==> src/rtl/sipo_ctrl_pkg.sv <==
// Shared types and constants for the SIPO frame sequencer.
// Optional parity state is enabled with the PARITY_CHECK_EN macro.
package sipo_ctrl_pkg;

  localparam int STATE_W = 2;

  typedef enum logic [STATE_W-1:0] {
    IDLE  = 2'd0,
    SHIFT = 2'd1,
    PAR   = 2'd2,
    HOLD  = 2'd3
  } state_t;

  localparam logic PARITY_EVEN = 1'b0;

  function automatic logic is_busy(input state_t s);
    return s != IDLE;
  endfunction

endpackage

==> src/rtl/sipo_shift_core.sv <==
// MSB-first serial-in/parallel-out shift register with synchronous clear.
module sipo_shift_core #(
  parameter int N = 4
) (
  input  logic         clk,
  input  logic         rst_n,
  input  logic         clear_i,
  input  logic         shift_en_i,
  input  logic         ser_i,
  output logic [N-1:0] q_o
);

  logic [N-1:0] q_q;

  always_ff @(posedge clk or negedge rst_n) begin
    if (!rst_n) begin
      q_q <= '0;
    end else if (clear_i) begin
      q_q <= '0;
    end else if (shift_en_i) begin
      q_q <= {q_q[N-2:0], ser_i};
    end
  end

  assign q_o = q_q;

endmodule

==> src/rtl/sipo_frame_ctrl.sv <==
// Frame sequencer: counts N serial bits into the shift core and presents the word
// on a valid/ready port. Define PARITY_CHECK_EN to add a trailing even-parity bit.
module sipo_frame_ctrl
  import sipo_ctrl_pkg::*;
#(
  parameter int N = 4
) (
  input  logic         clk,
  input  logic         rst,
  input  logic         start,
  input  logic         abort,
  input  logic         ser_in,
  input  logic         ser_valid,
  input  logic         out_ready,
  output logic [N-1:0] out_data,
  output logic         out_valid,
  output logic         busy,
  output logic         overrun,
  input  logic         clr_ovr,
  output logic         par_err
);

  localparam int CNT_W = $clog2(N);

  state_t           state_q;
  logic [CNT_W-1:0] cnt_q;
  logic [N-1:0]     out_data_q;
  logic             out_valid_q;
  logic             busy_q;
  logic             overrun_q;
  logic [N-1:0]     sr;

  logic accept;
  logic take_start;
  logic shift_en;
  logic last_bit;
  logic ovr_set;

  always_comb begin
    accept     = (state_q == HOLD) && out_valid_q && out_ready;
    take_start = start && ((state_q == IDLE) || accept);
    shift_en   = (state_q == SHIFT) && ser_valid && !abort;
    last_bit   = shift_en && (cnt_q == CNT_W'(N - 1));
    // An abort in SHIFT/PAR swallows a same-cycle start without flagging it.
    ovr_set    = start && !take_start && is_busy(state_q)
                 && !(abort && ((state_q == SHIFT) || (state_q == PAR)));
  end

  sipo_shift_core #(.N(N)) u_core (
    .clk        (clk),
    .rst_n      (rst),
    .clear_i    (take_start),
    .shift_en_i (shift_en),
    .ser_i      (ser_in),
    .q_o        (sr)
  );

`ifdef PARITY_CHECK_EN
  logic par_err_q;
`else
  logic sr_msb_unused;
  assign sr_msb_unused = sr[N-1];
`endif

  always_ff @(posedge clk or negedge rst) begin
    if (!rst) begin
      state_q     <= IDLE;
      cnt_q       <= '0;
      out_data_q  <= '0;
      out_valid_q <= 1'b0;
      busy_q      <= 1'b0;
      overrun_q   <= 1'b0;
`ifdef PARITY_CHECK_EN
      par_err_q   <= 1'b0;
`endif
    end else begin
      if (clr_ovr) begin
        overrun_q <= 1'b0;
      end else if (ovr_set) begin
        overrun_q <= 1'b1;
      end

      unique case (state_q)
        IDLE: begin
          if (start) begin
            state_q <= SHIFT;
            cnt_q   <= '0;
            busy_q  <= 1'b1;
`ifdef PARITY_CHECK_EN
            par_err_q <= 1'b0;
`endif
          end
        end
        SHIFT: begin
          if (abort) begin
            state_q <= IDLE;
            cnt_q   <= '0;
            busy_q  <= 1'b0;
          end else if (ser_valid) begin
            if (last_bit) begin
`ifdef PARITY_CHECK_EN
              state_q <= PAR;
`else
              out_data_q  <= {sr[N-2:0], ser_in};
              out_valid_q <= 1'b1;
              state_q     <= HOLD;
`endif
            end else begin
              cnt_q <= cnt_q + CNT_W'(1);
            end
          end
        end
`ifdef PARITY_CHECK_EN
        PAR: begin
          if (abort) begin
            state_q <= IDLE;
            cnt_q   <= '0;
            busy_q  <= 1'b0;
          end else if (ser_valid) begin
            out_data_q  <= sr;
            par_err_q   <= (^{sr, ser_in}) != PARITY_EVEN;
            out_valid_q <= 1'b1;
            state_q     <= HOLD;
          end
        end
`endif
        HOLD: begin
          if (out_ready) begin
            out_valid_q <= 1'b0;
            if (start) begin
              state_q <= SHIFT;
              cnt_q   <= '0;
`ifdef PARITY_CHECK_EN
              par_err_q <= 1'b0;
`endif
            end else begin
              state_q <= IDLE;
              busy_q  <= 1'b0;
            end
          end
        end
        default: begin
          state_q <= IDLE;
          busy_q  <= 1'b0;
        end
      endcase
    end
  end

  assign out_data  = out_data_q;
  assign out_valid = out_valid_q;
  assign busy      = busy_q;
  assign overrun   = overrun_q;
`ifdef PARITY_CHECK_EN
  assign par_err   = par_err_q;
`else
  assign par_err   = 1'b0;
`endif

endmodule

==> config.mk <==
export PLATFORM = sky130hd
export DESIGN_NAME = sipo_frame_ctrl
export DESIGN_NICKNAME = d
export VERILOG_FILES = /design/src/rtl/sipo_ctrl_pkg.sv /design/src/rtl/sipo_shift_core.sv /design/src/rtl/sipo_frame_ctrl.sv
export SDC_FILE = /design/constraint.sdc
export NUM_CORES = 1
export LEC_CHECK = 0
export BUFFER_PORTS_ARGS = -buffer_cell sky130_fd_sc_hd__buf_2
export CAP_MARGIN = 30
export CORE_ASPECT_RATIO = 0.8
export CORE_UTILIZATION = 45
export CTS_BUF_LIST = sky130_fd_sc_hd__clkbuf_2
export DETAILED_ROUTE_END_ITERATION = 16
export GPL_ROUTABILITY_DRIVEN = 0
export GPL_TIMING_DRIVEN = 0
export PLACE_DENSITY = 0.75
export SYNTH_ARGS = -nofsm -noshare
export SYNTH_HDL_FRONTEND = slang
export SYNTH_SLANG_ARGS = --single-unit
==> constraint.sdc <==
create_clock -name clk -period 2.8 [get_ports clk]
set_input_delay 0.14 -clock clk [delete_from_list [all_inputs] [get_ports clk]]
set_output_delay 0.14 -clock clk [all_outputs]
set_load 0.02 [all_outputs]
### Word-level counts from Yosys, hierarchy flattened

Index checks and enable logic that the tools add are counted.

* $add $sub $neg: 1
* $mul: 0
* div/mod/pow operators: 0
* order comparisons: 0
* eq/ne operators: 14
* shift operators: 0
* mux-type cells: 27
* bitwise gates (word level): 1
* reductions and logical operators: 26

Operator list (number)
* $mux W2: 10
* $reduce_and A4 Y1: 4
* $ne A2 B2 Y1 const B: 7
* $pmux W2 S3: 2
* $mux W1: 11
* $logic_and A1 B1 Y1: 10
* $ne A3 B3 Y1 const B: 3
* $reduce_bool A2 Y1: 4
* $eq A2 B2 Y1 const B: 3
* $mux W3: 2
* $reduce_and A5 Y1: 1
* $logic_not A1 Y1: 3
* $pmux W1 S3: 1
* $reduce_bool A3 Y1: 1
* $add A2 B1 Y2 const B: 1
* $eq A2 B1 Y1 const B: 1
* $logic_not A2 Y1: 1
* $logic_or A1 B1 Y1: 2
* $pmux W1 S2: 1
* $not A1 Y1: 1

* register bits: 14
* bits in latches: 0
* RAM bits: 0
* bits in read-only memories: 0
* output and inout bits: 8
* word-level logic and storage cells: 76
* memories: 0

### Logic depth before layout (Yosys ltp)

Gate-level depths: netlist of run 1.

* depth in word-level cells: 11
* gate-level depth with buffers: 6

### Hierarchy

A second synthesis of run 1 with hierarchy kept.

* cell total of the unflattened synthesis: 73
* area total of the unflattened synthesis: 798.3 µm²

By module, submodules not included
* sipo_frame_ctrl: instances 1, cells an instance 60, area each 638.1 µm², sequential area each 275.3 µm²
* sipo_shift_core: instances 1, cells an instance 13, area each 160.2 µm², sequential area each 100.1 µm²

### Worst setup path after synthesis of run 1

OpenSTA, ideal clock, no wires.

* path kind: reg-to-reg
* from: register state_q[1]
* to: register busy_q (netlist: busy)
* setup time: 0.128 ns
* data arrival time: 1.537 ns
* data required time: 2.672 ns
* path slack: 1.135 ns
* cell stages (with the launch flop): 7
* clock period less this slack: 1.665 ns
* path through: dfrtp_1 inv_1 ha_1 and2b_1 buf_4 a211oi_1 mux2_1

* cells in the longest elaborated chain, start to end: 3
* elaborated cells between the ends (all ways): 9
* classes of those cells: eq/ne (6); mux (1); reduce/logical (2)

Ends and longest elaborated chain
* from (decl): line sipo_frame_ctrl.sv:25 `state_t state_q;`
* from (signal assigned): line sipo_frame_ctrl.sv:67 `state_q <= IDLE;`
* from (signal assigned): line sipo_frame_ctrl.sv:86 `state_q <= SHIFT;`
* from (signal assigned): line sipo_frame_ctrl.sv:96 `state_q <= IDLE;`
* $eq A2 B1 Y1, or another cell as far along: line sipo_frame_ctrl.sv:83 `unique case (state_q)`
* $ne A2 B2 Y1 (no line)
* $reduce_and A4 Y1 (no line)
* to (signal assigned): line sipo_frame_ctrl.sv:71 `busy_q <= 1'b0;`
* to (signal assigned): line sipo_frame_ctrl.sv:88 `busy_q <= 1'b1;`
* to (signal assigned): line sipo_frame_ctrl.sv:98 `busy_q <= 1'b0;`
* to (decl): line sipo_frame_ctrl.sv:29 `logic busy_q;`

Several ways; a longest one is shown, not always the timed one.
A chain may end at the register's enable or synchronous reset.

### Worst setup path after layout of run 1

Ends and elaborated chain as after synthesis.

==> qor.yml, run 1 <==
die:
  io_pins: 16
  core_area_mm2: 0.00146
  initial_utilization_pct: 50.5
  rows: 12
  die_w_um: 47.2
  die_h_um: 38.2
  die_area_mm2: 0.00180
power_and_ir_drop:
  clkPwrFrac_pct: 17.6
  pwr-share-seq_pct: 46.8
  p_per_area_mw_per_mm2: 631
  p_total_uw: 550
  vdd_drop_max_uv: 396
  switching_power_uw: 201
  p_leak_uw: 0.000430
  p_int_uw: 349
  netSwitchingFraction_pct: 36.5
  combPwrFrac_pct: 35.6
logic_synthesis:
  synthesis.area_per_instance_um2: 10.7
  synth.area.mux_share_pct: 9.01
  synth.cell_area_um2: 736
  netlist_instances: 69
  synth_compound_area_share_pct: 12.4
  synth_seq_cells: 14
  ys.warnings.count: 0
  synth-xor-area-share_pct: 0
  synth_fa_ha_area_share_pct: 8.50
  synth_top_family_by_area: "simple AND/OR/NAND/NOR gates"
  yosysUniqueCellTypes: 27
  yosysSeqAreaShare_pct: 47.6
  synthSimpleGateAreaFrac_pct: 17.3
  synth_nets: 82
sta:
  min_period_ns: 1.82
  holdWs_ns: 0.106
  fin_crit_sh_pct: 65.0
  finClkSkew_ns: 0.0106
  finalSetupTns_ns: 0
  rsz0062_at_grt: "false"
  hold_violations: 0
  setup_viol: 0
  max_freq_mhz: 550
  finalMaxSlewViolations: 0
drt:
  dr.pass1.iters: 4
  viasPerCell: 5.18
  ant_nets: 0
  drt_iter0_markers: 7
  vias: 570
  wl_per_cell_um: 12.6
  drc: 0
  routed_wl_mm: 1.39
final_layout:
  nets: 103
  utilization_pct: 59.8
  mostFrequentLayoutCells: "dfrtp_1, buf_2, nand2_1"
  drive_above_1_share_pct: 27.0
  synthToLayoutAreaGrowth_pct: 18.4
  finalNonFillerCells: 110
  num_antenna_cells: 0
  fillers: 138
worst_setup_path:
  max_stage_delay_ns: 0.44
  cp-start-kind: "flip-flop"
  r2r_setup_slack_ns: 0.98
  cp.arrival_ns: 1.99
  cp_num_cells: 6
  rr_startpoint: "state_q[1]"
  cp-end-kind: "flip-flop"
  crit_buf_inv: 2
  crit_family: "flip-flops"
  reg2regPathDepth: 6
  crit_slowest_cell: "dfrtp_1"
  path_class: "reg -> reg"
  required_ns: 2.97
  path_cells: "inv_1 > ha_1 > and2b_1 > buf_4 > a211oi_1 > mux2_1"
  cp_max_fo: 8
  worstSetupEndpoint: "busy"
  critPathLaunch: "state_q[1]"
  r2r_end: "busy"
clock_network:
  cts_setup_buffers: 0
  cts_buffer_depth: 2
  root_buffer: "clkbuf_2"
  clkSinkCount: 14
  post_cts_resized: 0
  cts_tree: "done"
  ctsHoldBuffers: 2
  htree_levels: 1
  clk_latency_ns: 0.29
  path_clk_slew_ns: 0.14
  numCtsBuffers: 3
job:
  cap_viol_max_count: 0
grt:
  grt_start_max_net_pins: 15
  grt_usage_pct: 19.4
  antenna_found_initial: 0
  grt_pass1_vias: 509
  grt_pass1_wl_mm: 2.31
  grt_overflow: 0
worst_hold_path:
  hold_path.class: "in -> reg"
run_status:
  outcome: "finished, final reports clean"
placement:
  portBuffers: 14
  hpwlAfterDp_mm: 1.06
  dp.cells: 104
==> metrics by stage <==
| step | instance area (µm²) | worst slack, ns |
|---|---|---|
| detailed placement | 832 | 1.01 |
| floorplan | 736 | 1.14 |
| CTS | 871 | 0.977 |
| finish | 871 | 0.981 |
| global route | 871 | 0.833 |
| global placement | 832 | 1.02 |
==> synth_stat cells (all sizes together) <==
library cell,count,area share (%)
o22ai,1,0.85
a2111oi,1,2.0
nand2,7,3.6
o2bb2ai,1,1.2
mux2,5,7.7
a211oi,1,1.0
or4b,1,1.4
buf,2,2.0
and2b,1,1.0
o211ai,1,1.0
o32a,1,1.4
nor2b,2,1.7
a21oi,4,2.7
nand3b,1,1.0
mux2i,1,1.4
nor2,2,1.0
ha,5,8.5
nand2b,2,1.7
nand3,5,3.4
dfrtp,14,48
a21boi,1,1.0
inv,5,2.6
a41oi,1,1.2
nor3,2,1.4
conb,1,0.51
nand4b,1,1.2
==> registers in the layout (all words and copies together), names as in the netlist <==
name	flops
state_q	2
out_valid	1
out_data	4
overrun	1
busy	1
u_core.q_o	3
cnt_q	2
==> layer usage <==
metal | vias up | track usage [%] | share of wire (%)
met1 | 266 | 26.4 | 53
met5 | - | 0 | 0
met2 | 15 | 29.2 | 41
li1 | 287 | - | -
met4 | 0 | 4.29 | 0.58
met3 | 2 | 7.08 | 4.7
==> cell type report <==
| type | instances | area [µm²] | share of cell area, % |
|---|---|---|---|
| buffer | 2 | 15.0 | 1.72 |
| timing repair buffer | 16 | 90.1 | 10.3 |
| inverter | 5 | 18.8 | 2.16 |
| tap | 21 | 26.3 | 3.02 |
| clock buffer | 3 | 15.0 | 1.72 |
| multi-input combinational | 48 | 352 | 40.4 |
| sequential | 14 | 350 | 40.2 |
| clock inverter | 1 | 3.75 | 0.431 |
==> worst reg2reg max path, stage by stage (launching register included) <==
cell and delay, ns:
dfrtp_1 0.44, inv_1 0.09, ha_1 0.23, and2b_1 0.17, buf_4 0.16, a211oi_1 0.26
mux2_1 0.36
==> how the worst min path moves through the flow <==
stage	from	endpoint	slack [ns]	cells after the start
after floorplan	rst	busy	-0.16	0
after global placement	rst	cnt_q[0]	0.05	1
after detailed placement	rst	out_data[3]	0.05	1
after CTS	ser_in	out_data[0]	0.09	2
after global routing	ser_in	out_data[0]	0.09	2
final	ser_in	out_data[0]	0.11	2
==> cells by family after synthesis <==
logic type / Yosys count
multiplexers: 6
AND/OR/NAND/NOR: 24
adder cells (fa/ha/maj): 5
other: 1
buffers and inverters: 7
AO/OA/AOI/OAI: 12
flip-flops: 14
==> power by group through the flow <==
stage / Clock (µW) / Combinational [µW] / Sequential (µW)
floorplan: 0 / 127 / 273
global placement: 0 / 188 / 259
detailed placement: 0 / 194 / 261
CTS: 103 / 196 / 257
global route: 111 / 224 / 261
finish: 96.9 / 196 / 257
Power figures use the tool's default switching activity.
==> inputs of run 2 (changes only) <==
ABC_AREA = 1   (was default)
PLACE_DENSITY = 0.77   (was 0.75)
clock period = 1.5 ns   (was 2.8 ns; I/O delays follow)
==> run 2 against run 1 <==
  * Power grew 120%
  * Critical endpoint is now cnt_q[0]
  * Die area grew 8.4%
  * Cell count grew 40%
==> qor.yml, run 2 <==
logic_synthesis:
  yosysUniqueCellTypes: 17  # was 27
  netlist_instances: 107  # was 69
  synth_nets: 120  # was 82
  synth_compound_area_share_pct: 7.66  # was 12.4%
  async_flop_share_pct: 100  # unchanged
  synthSimpleGateAreaFrac_pct: 30.5  # was 17.3%
  synthTopCellsByArea: "dfrtp_1, nand2_1, inv_1"  # was dfrtp_1, ha_1, mux2_2
  post-synth-top-count-cell: "nand2_1"  # was dfrtp_1
  ys.warnings.count: 0  # unchanged
  synth.cell_area_um2: 801  # was 736 µm²
  synth_top_family_by_area: "simple AND/OR/NAND/NOR gates"  # unchanged
  synth_seq_cells: 14  # unchanged
  synth-xor-area-share_pct: 0  # unchanged
  synthTopCellsByCount: "nand2_1, inv_1, dfrtp_1"  # was dfrtp_1, nand2_1, ha_1, inv_1, nand3_1
  synth.area.mux_share_pct: 0  # was 9.01%
  synth-edff-count: 0  # unchanged
  synth_top_area_cell: "dfrtp_1"  # unchanged
  synthFlopType: "dfrtp_1"  # unchanged
  yosysSeqAreaShare_pct: 43.8  # was 47.6%
  synthesis.area_per_instance_um2: 7.48  # was 10.7 µm²
  synth_fa_ha_area_share_pct: 7.81  # was 8.50%
  synth_top_area_share_pct: 43.8  # was 47.6%
drt:
  wl_per_cell_um: 9.46  # was 12.6 µm
  viasPerCell: 4.60  # was 5.18
  dr.pass1.iters: 4  # unchanged
  vias: 709  # was 570
  ant_nets: 0  # unchanged
  routed_wl_mm: 1.46  # was 1.39 mm
  drc: 0  # unchanged
  drt_iter0_markers: 11  # was 7
grt:
  use_met3_pct: 6.98  # was 7.08%
  grt_pass1_wl_mm: 2.42  # was 2.31 mm
  grt_busiest_layer: "met2"  # unchanged
  use_met1_pct: 22.4  # was 26.4%
  grt_usage_pct: 17.1  # was 19.4%
  grt_overflow: 0  # unchanged
  gr-usage-met2_pct: 27.1  # was 29.2%
  grt_pass1_vias: 589  # was 509
  antenna_found_initial: 0  # unchanged
  grt_start_max_net_pins: 15  # unchanged
worst_setup_path:
  cp.arrival_ns: 1.58  # was 1.99 ns
  path_class: "reg -> reg"  # unchanged
  required_ns: 1.67  # was 2.97 ns
  cp_max_fo: 3  # was 8
  cp-start-kind: "flip-flop"  # unchanged
  cp-end-kind: "flip-flop"  # unchanged
placement:
  dp.cells: 143  # was 104
  portBuffers: 14  # unchanged
  pre_cts_ws_ns: 0.0567  # was 1.01 ns
  hpwlAfterDp_mm: 1.12  # was 1.06 mm
final_layout:
  mostFrequentLayoutCells: "nand2_1, inv_1, buf_2"  # was dfrtp_1, buf_2, nand2_1
  num_antenna_cells: 0  # unchanged
  largest_reg_flops: 4  # unchanged
  drive_above_1_share_pct: 23.5  # was 27.0%
  finalNonFillerCells: 154  # was 110
  final_common_cell: "nand2_1"
  synthToLayoutAreaGrowth_pct: 24.5  # was 18.4%
  nets: 146  # was 103
  fillers: 156  # was 138
die:
  die_area_mm2: 0.00195  # was 0.00180 mm²
  core_area_mm2: 0.00164  # was 0.00146 mm²
  rows: 13  # was 12
  die_h_um: 39.7  # was 38.2 µm
  die_w_um: 49.2  # was 47.2 µm
  initial_utilization_pct: 48.7  # was 50.5%
  io_pins: 16  # unchanged
sta:
  setup_viol: 0  # unchanged
  final.setup.worst_slack_ns: 0.0987  # was 0.981 ns
  rsz0062_at_grt: "true"  # was false
  max_freq_mhz: 714  # was 550 MHz
  finClkSkew_ns: 0.000924  # was 0.0106 ns
  hold_violations: 0  # unchanged
  min_period_ns: 1.40  # was 1.82 ns
  fin_crit_sh_pct: 93.4  # was 65.0%
  finalMaxSlewViolations: 0  # unchanged
power_and_ir_drop:
  p_total_uw: 1210  # was 550 µW
  p_leak_uw: 0.000590  # was 0.000430 µW
  vdd_drop_max_uv: 800  # was 396 µV
  p_per_area_mw_per_mm2: 1220  # was 631 mW/mm²
clock_network:
  cts_tree: "done"  # unchanged
  htree_levels: 1  # unchanged
  path_clk_slew_ns: 0.12  # was 0.14 ns
  numCtsBuffers: 3  # unchanged
  clkSinkCount: 14  # unchanged
  clk_latency_ns: 0.26  # was 0.29 ns
  root_buffer: "clkbuf_2"  # unchanged
  cts_buffer_depth: 2  # unchanged
job:
  cap_viol_max_count: 0  # unchanged
worst_hold_path:
  hold_path.class: "in -> reg"  # unchanged
run_status:
  outcome: "finished, final reports clean"  # unchanged
run 2: what timing repair did:
| item | 4_1_cts | 5_1_grt |
|---|---|---|
| resized for setup | 0 | 6 |
| endpoints found under the setup margin | 0 | 12 |
| hold buffers | 3 | 0 |
| buffers inserted | 0 | 4 |
| hold endpoints to repair | 16 | 0 |
run 2: logic make-up after synthesis:
| kind of cell | after synthesis |
|---|---|
| AOI/OAI and AO/OA | 12 |
| buffers and inverters | 20 |
| and+or+nand+nor | 55 |
| other | 1 |
| adders and majority gates | 5 |
| DFF | 14 |
run 2: worst paths after layout:
kind,from,slack [ns],end,depth (start not counted)
max,state_q[1],0.1,cnt_q[0],8
min,ser_valid,0.09,state_q[1],3
max reg2reg,state_q[1],0.1,cnt_q[0],8
min reg2reg,out_data[2],0.49,out_data[2],2
max in group asynchronous,rst,1.05,state_q[0],2
min in group asynchronous,rst,0.21,out_valid,2
run 2: area by class of cell:
type | instances | area (µm²) | area share [%]
Timing Repair Buffer | 21 | 130 | 13.0
Clock buffer | 3 | 15.0 | 1.51
Sequential cell | 14 | 352 | 35.3
Inverter | 19 | 71.3 | 7.15
Clock inverter | 1 | 3.75 | 0.376
Multi-Input combinational cell | 73 | 390 | 39.1
Buffer | 1 | 7.51 | 0.753
Tap cell | 22 | 27.5 | 2.76
run 2: power by group:
group / switching [µW] / internal [µW]
clock: 113 / 57.9
combinational: 318 / 194
sequential: 67.9 / 461
total: 499 / 713
run 2: per-layer routing:
metal | vias up | part of all wire (%)
li1 | 384 | -
met1 | 313 | 51
met2 | 10 | 45
met3 | 2 | 4.3
met4 | 0 | 0.41
met5 | - | 0
run 2: worst max-delay path, cell delays in order (launching register included):
cell,delay (ns)
dfrtp_1,0.43
buf_4,0.15
ha_1,0.20
nand2_1,0.11
inv_1,0.08
nor2_2,0.13
nand3_1,0.10
nand2_1,0.07
nand2_1,0.04
run 2: stage by stage:
stage	hold slack [ns]	setup TNS, ns	instance area [µm²]	util, %
final	0.0949	0	997	60.7
after global routing	0.0912	-0.0233	997	60.7
after CTS	0.0789	0	947	57.7
after detailed placement	-0.00889	0	898	54.7
after global placement	-0.0141	0	898	54.7
after floorplan	-0.221	0	801	-
==> inputs of run 3 (changes only) <==
PLACE_DENSITY = 0.74   (was 0.77)
clock period = 1.7 ns   (was 1.5 ns; I/O delays follow)
==> run 3 against run 2 <==
  * Flip-flop and latch count did not move
  * Die area did not move
  * Cell count fell by 3.9%
  * Count of clock-buffer cells in the layout did not move
  * Routed wire length rose by 1.6%
  * Maximum frequency fell by 6.8%
  * Global-route usage rose by 0.41 points
  * Register-to-register slack improved by 0.097 ns
  * Via count fell by 2.3%
  * Core utilization fell by 3.9 points
  * Highest routed layer unchanged
==> qor.yml, run 3 (synthesized netlist as in run 2, its figures left out) <==
worst_hold_path:
  hold_path.class: "in -> reg"  # unchanged
worst_setup_path:
  r2r_setup_slack_ns: 0.20  # was 0.1 ns
  cp_common_cell: "nand2_1"  # unchanged
  cp-start-kind: "flip-flop"  # unchanged
  reg2regPathDepth: 6  # was 8
  r2r_end: "state_q[0]"  # was cnt_q[0]
  required_ns: 1.86  # was 1.67 ns
  crit_slowest_cell: "dfrtp_1"  # unchanged
  worstSetupEndpoint: "state_q[0]"  # was cnt_q[0]
  rr_startpoint: "state_q[1]"  # unchanged
  critPathLaunch: "state_q[1]"  # unchanged
  cp_max_fo: 6  # was 3
  max_stage_delay_ns: 0.45  # was 0.43 ns
  cp.arrival_ns: 1.66  # was 1.58 ns
  path_class: "reg -> reg"  # unchanged
  path_cells: "inv_1 > ha_1 > nand2_1 > o21ai_1 > o21ai_0 > nand2_1"  # was buf_4 > ha_1 > nand2_1 > inv_1 > nor2_2 > nand3_1 > nand2_1 > nand2_1
  cp-end-kind: "flip-flop"  # unchanged
clock_network:
  cts_setup_buffers: 0  # unchanged
  cts_tree: "done"  # unchanged
  path_clk_slew_ns: 0.13  # was 0.12 ns
  clkSinkCount: 14  # unchanged
  numCtsBuffers: 3  # unchanged
  clk_latency_ns: 0.27  # was 0.26 ns
  root_buffer: "clkbuf_2"  # unchanged
  htree_levels: 1  # unchanged
  post_cts_resized: 0  # unchanged
  cts_buffer_depth: 2  # unchanged
final_layout:
  finalNonFillerCells: 148  # was 154
  synthToLayoutAreaGrowth_pct: 16.6  # was 24.5%
  nets: 141  # was 146
  num_antenna_cells: 0  # unchanged
  fillers: 169  # was 156
  seqCellArea_um2: 350  # was 352 µm²
  drive_above_1_share_pct: 17.5  # was 23.5%
  multi_input_area_um2: 372  # was 390 µm²
  final_common_cell: "nand2_1"  # unchanged
  mostFrequentLayoutCells: "nand2_1, inv_1, dfrtp_1, buf_2, o21ai_0"  # was nand2_1, inv_1, buf_2
  largest_reg_flops: 4  # unchanged
die:
  io_pins: 16  # unchanged
  die_w_um: 49.2  # unchanged
  rows: 13  # unchanged
  initial_utilization_pct: 48.7  # unchanged
  core_area_mm2: 0.00164  # unchanged
  die_h_um: 39.7  # unchanged
  die_area_mm2: 0.00195  # unchanged
grt:
  grt_pass1_vias: 587  # was 589
  antenna_found_initial: 0  # unchanged
  grt_overflow: 0  # unchanged
  grt_usage_pct: 17.5  # was 17.1%
  grt_pass1_wl_mm: 2.48  # was 2.42 mm
  gr-usage-met2_pct: 26.7  # was 27.1%
  use_met3_pct: 6.20  # was 6.98%
  grt_start_max_net_pins: 15  # unchanged
  grt_busiest_layer: "met2"  # unchanged
  use_met1_pct: 23.3  # was 22.4%
sta:
  fin_crit_sh_pct: 88.5  # was 93.4%
  min_period_ns: 1.50  # was 1.40 ns
  setup_viol: 0  # unchanged
  max_freq_mhz: 665  # was 714 MHz
  hold_violations: 0  # unchanged
  finalSetupTns_ns: 0  # unchanged
  rsz0062_at_grt: "false"  # was true
  finClkSkew_ns: 0.00855  # was 0.000924 ns
  finalMaxSlewViolations: 0  # unchanged
drt:
  wl_per_cell_um: 10.0  # was 9.46 µm
  drc: 0  # unchanged
  ant_nets: 0  # unchanged
  viasPerCell: 4.68  # was 4.60
  vias: 693  # was 709
  dr.pass1.iters: 4  # unchanged
  drt_iter0_markers: 13  # was 11
  routed_wl_mm: 1.48  # was 1.46 mm
placement:
  portBuffers: 14  # unchanged
  hpwlAfterDp_mm: 1.18  # was 1.12 mm
  dp.cells: 143  # unchanged
power_and_ir_drop:
  p_leak_uw: 0.000564  # was 0.000590 µW
  vdd_drop_max_uv: 625  # was 800 µV
  p_per_area_mw_per_mm2: 1120  # was 1220 mW/mm²
  p_total_uw: 1050  # was 1210 µW
run_status:
  outcome: "finished, final reports clean"  # unchanged
job:
  cap_viol_max_count: 0  # unchanged
## run 3: critical path: cells and delay by family (launching register included)
family          cells  cell delay [ns]
compound gates      2             0.35
fa+ha+maj           1             0.23
buf+inv             1             0.10
flops               1             0.45
simple gates        2             0.27
## run 3: repair_timing
item                                    CTS  global route
hold buffers                              2             0
endpoints found under the setup margin    0             0
hold endpoints to repair                 15             0
## run 3: worst min-delay path by stage
stage,start,to,depth (start not counted)
2_1_floorplan,rst,busy,0
3_3_place_gp,rst,out_valid,1
3_5_place_dp,rst,out_valid,1
4_1_cts,ser_in,out_data[0],3
5_1_grt,ser_in,out_data[0],3
6_report,ser_in,out_data[0],3
## run 3: routing by layer
layer  vias to the layer above  share of wire [%]  wire [µm]
li1                        366                  -          -
met1                       307                 51        749
met2                        16                 42        621
met3                         4                5.1         76
met4                         0                2.2         32
met5                         -                  0          0
## run 3: final cells by class
cell class,instances,area share (%)
multi-input cells,73,39.8
flip-flops and latches,14,37.5
well taps,22,2.95
plain buffers,1,0.804
inverters,19,7.64
clock buffers,3,1.61
repair buffers,16,9.65
## run 3: power by group
part	internal, µW	total, µW	switching [µW]	leakage (µW)
registers	405	463	58.4	0.000187
clock network	48.1	146	97.7	0.0000125
logic	155	437	282	0.000365
total	608	1050	438	0.000564
## run 3: stage by stage
step / hold WS, ns / utilization [%] / setup slack, ns / area [µm²]
floorplan: -0.211 / - / 0.393 / 801
global placement: -0.00251 / 54.7 / 0.294 / 898
detailed placement: -0.000566 / 54.7 / 0.248 / 898
CTS: 0.0169 / 56.8 / 0.213 / 933
global route: 0.00496 / 56.8 / 0.0382 / 933
finish: 0.0193 / 56.8 / 0.196 / 933
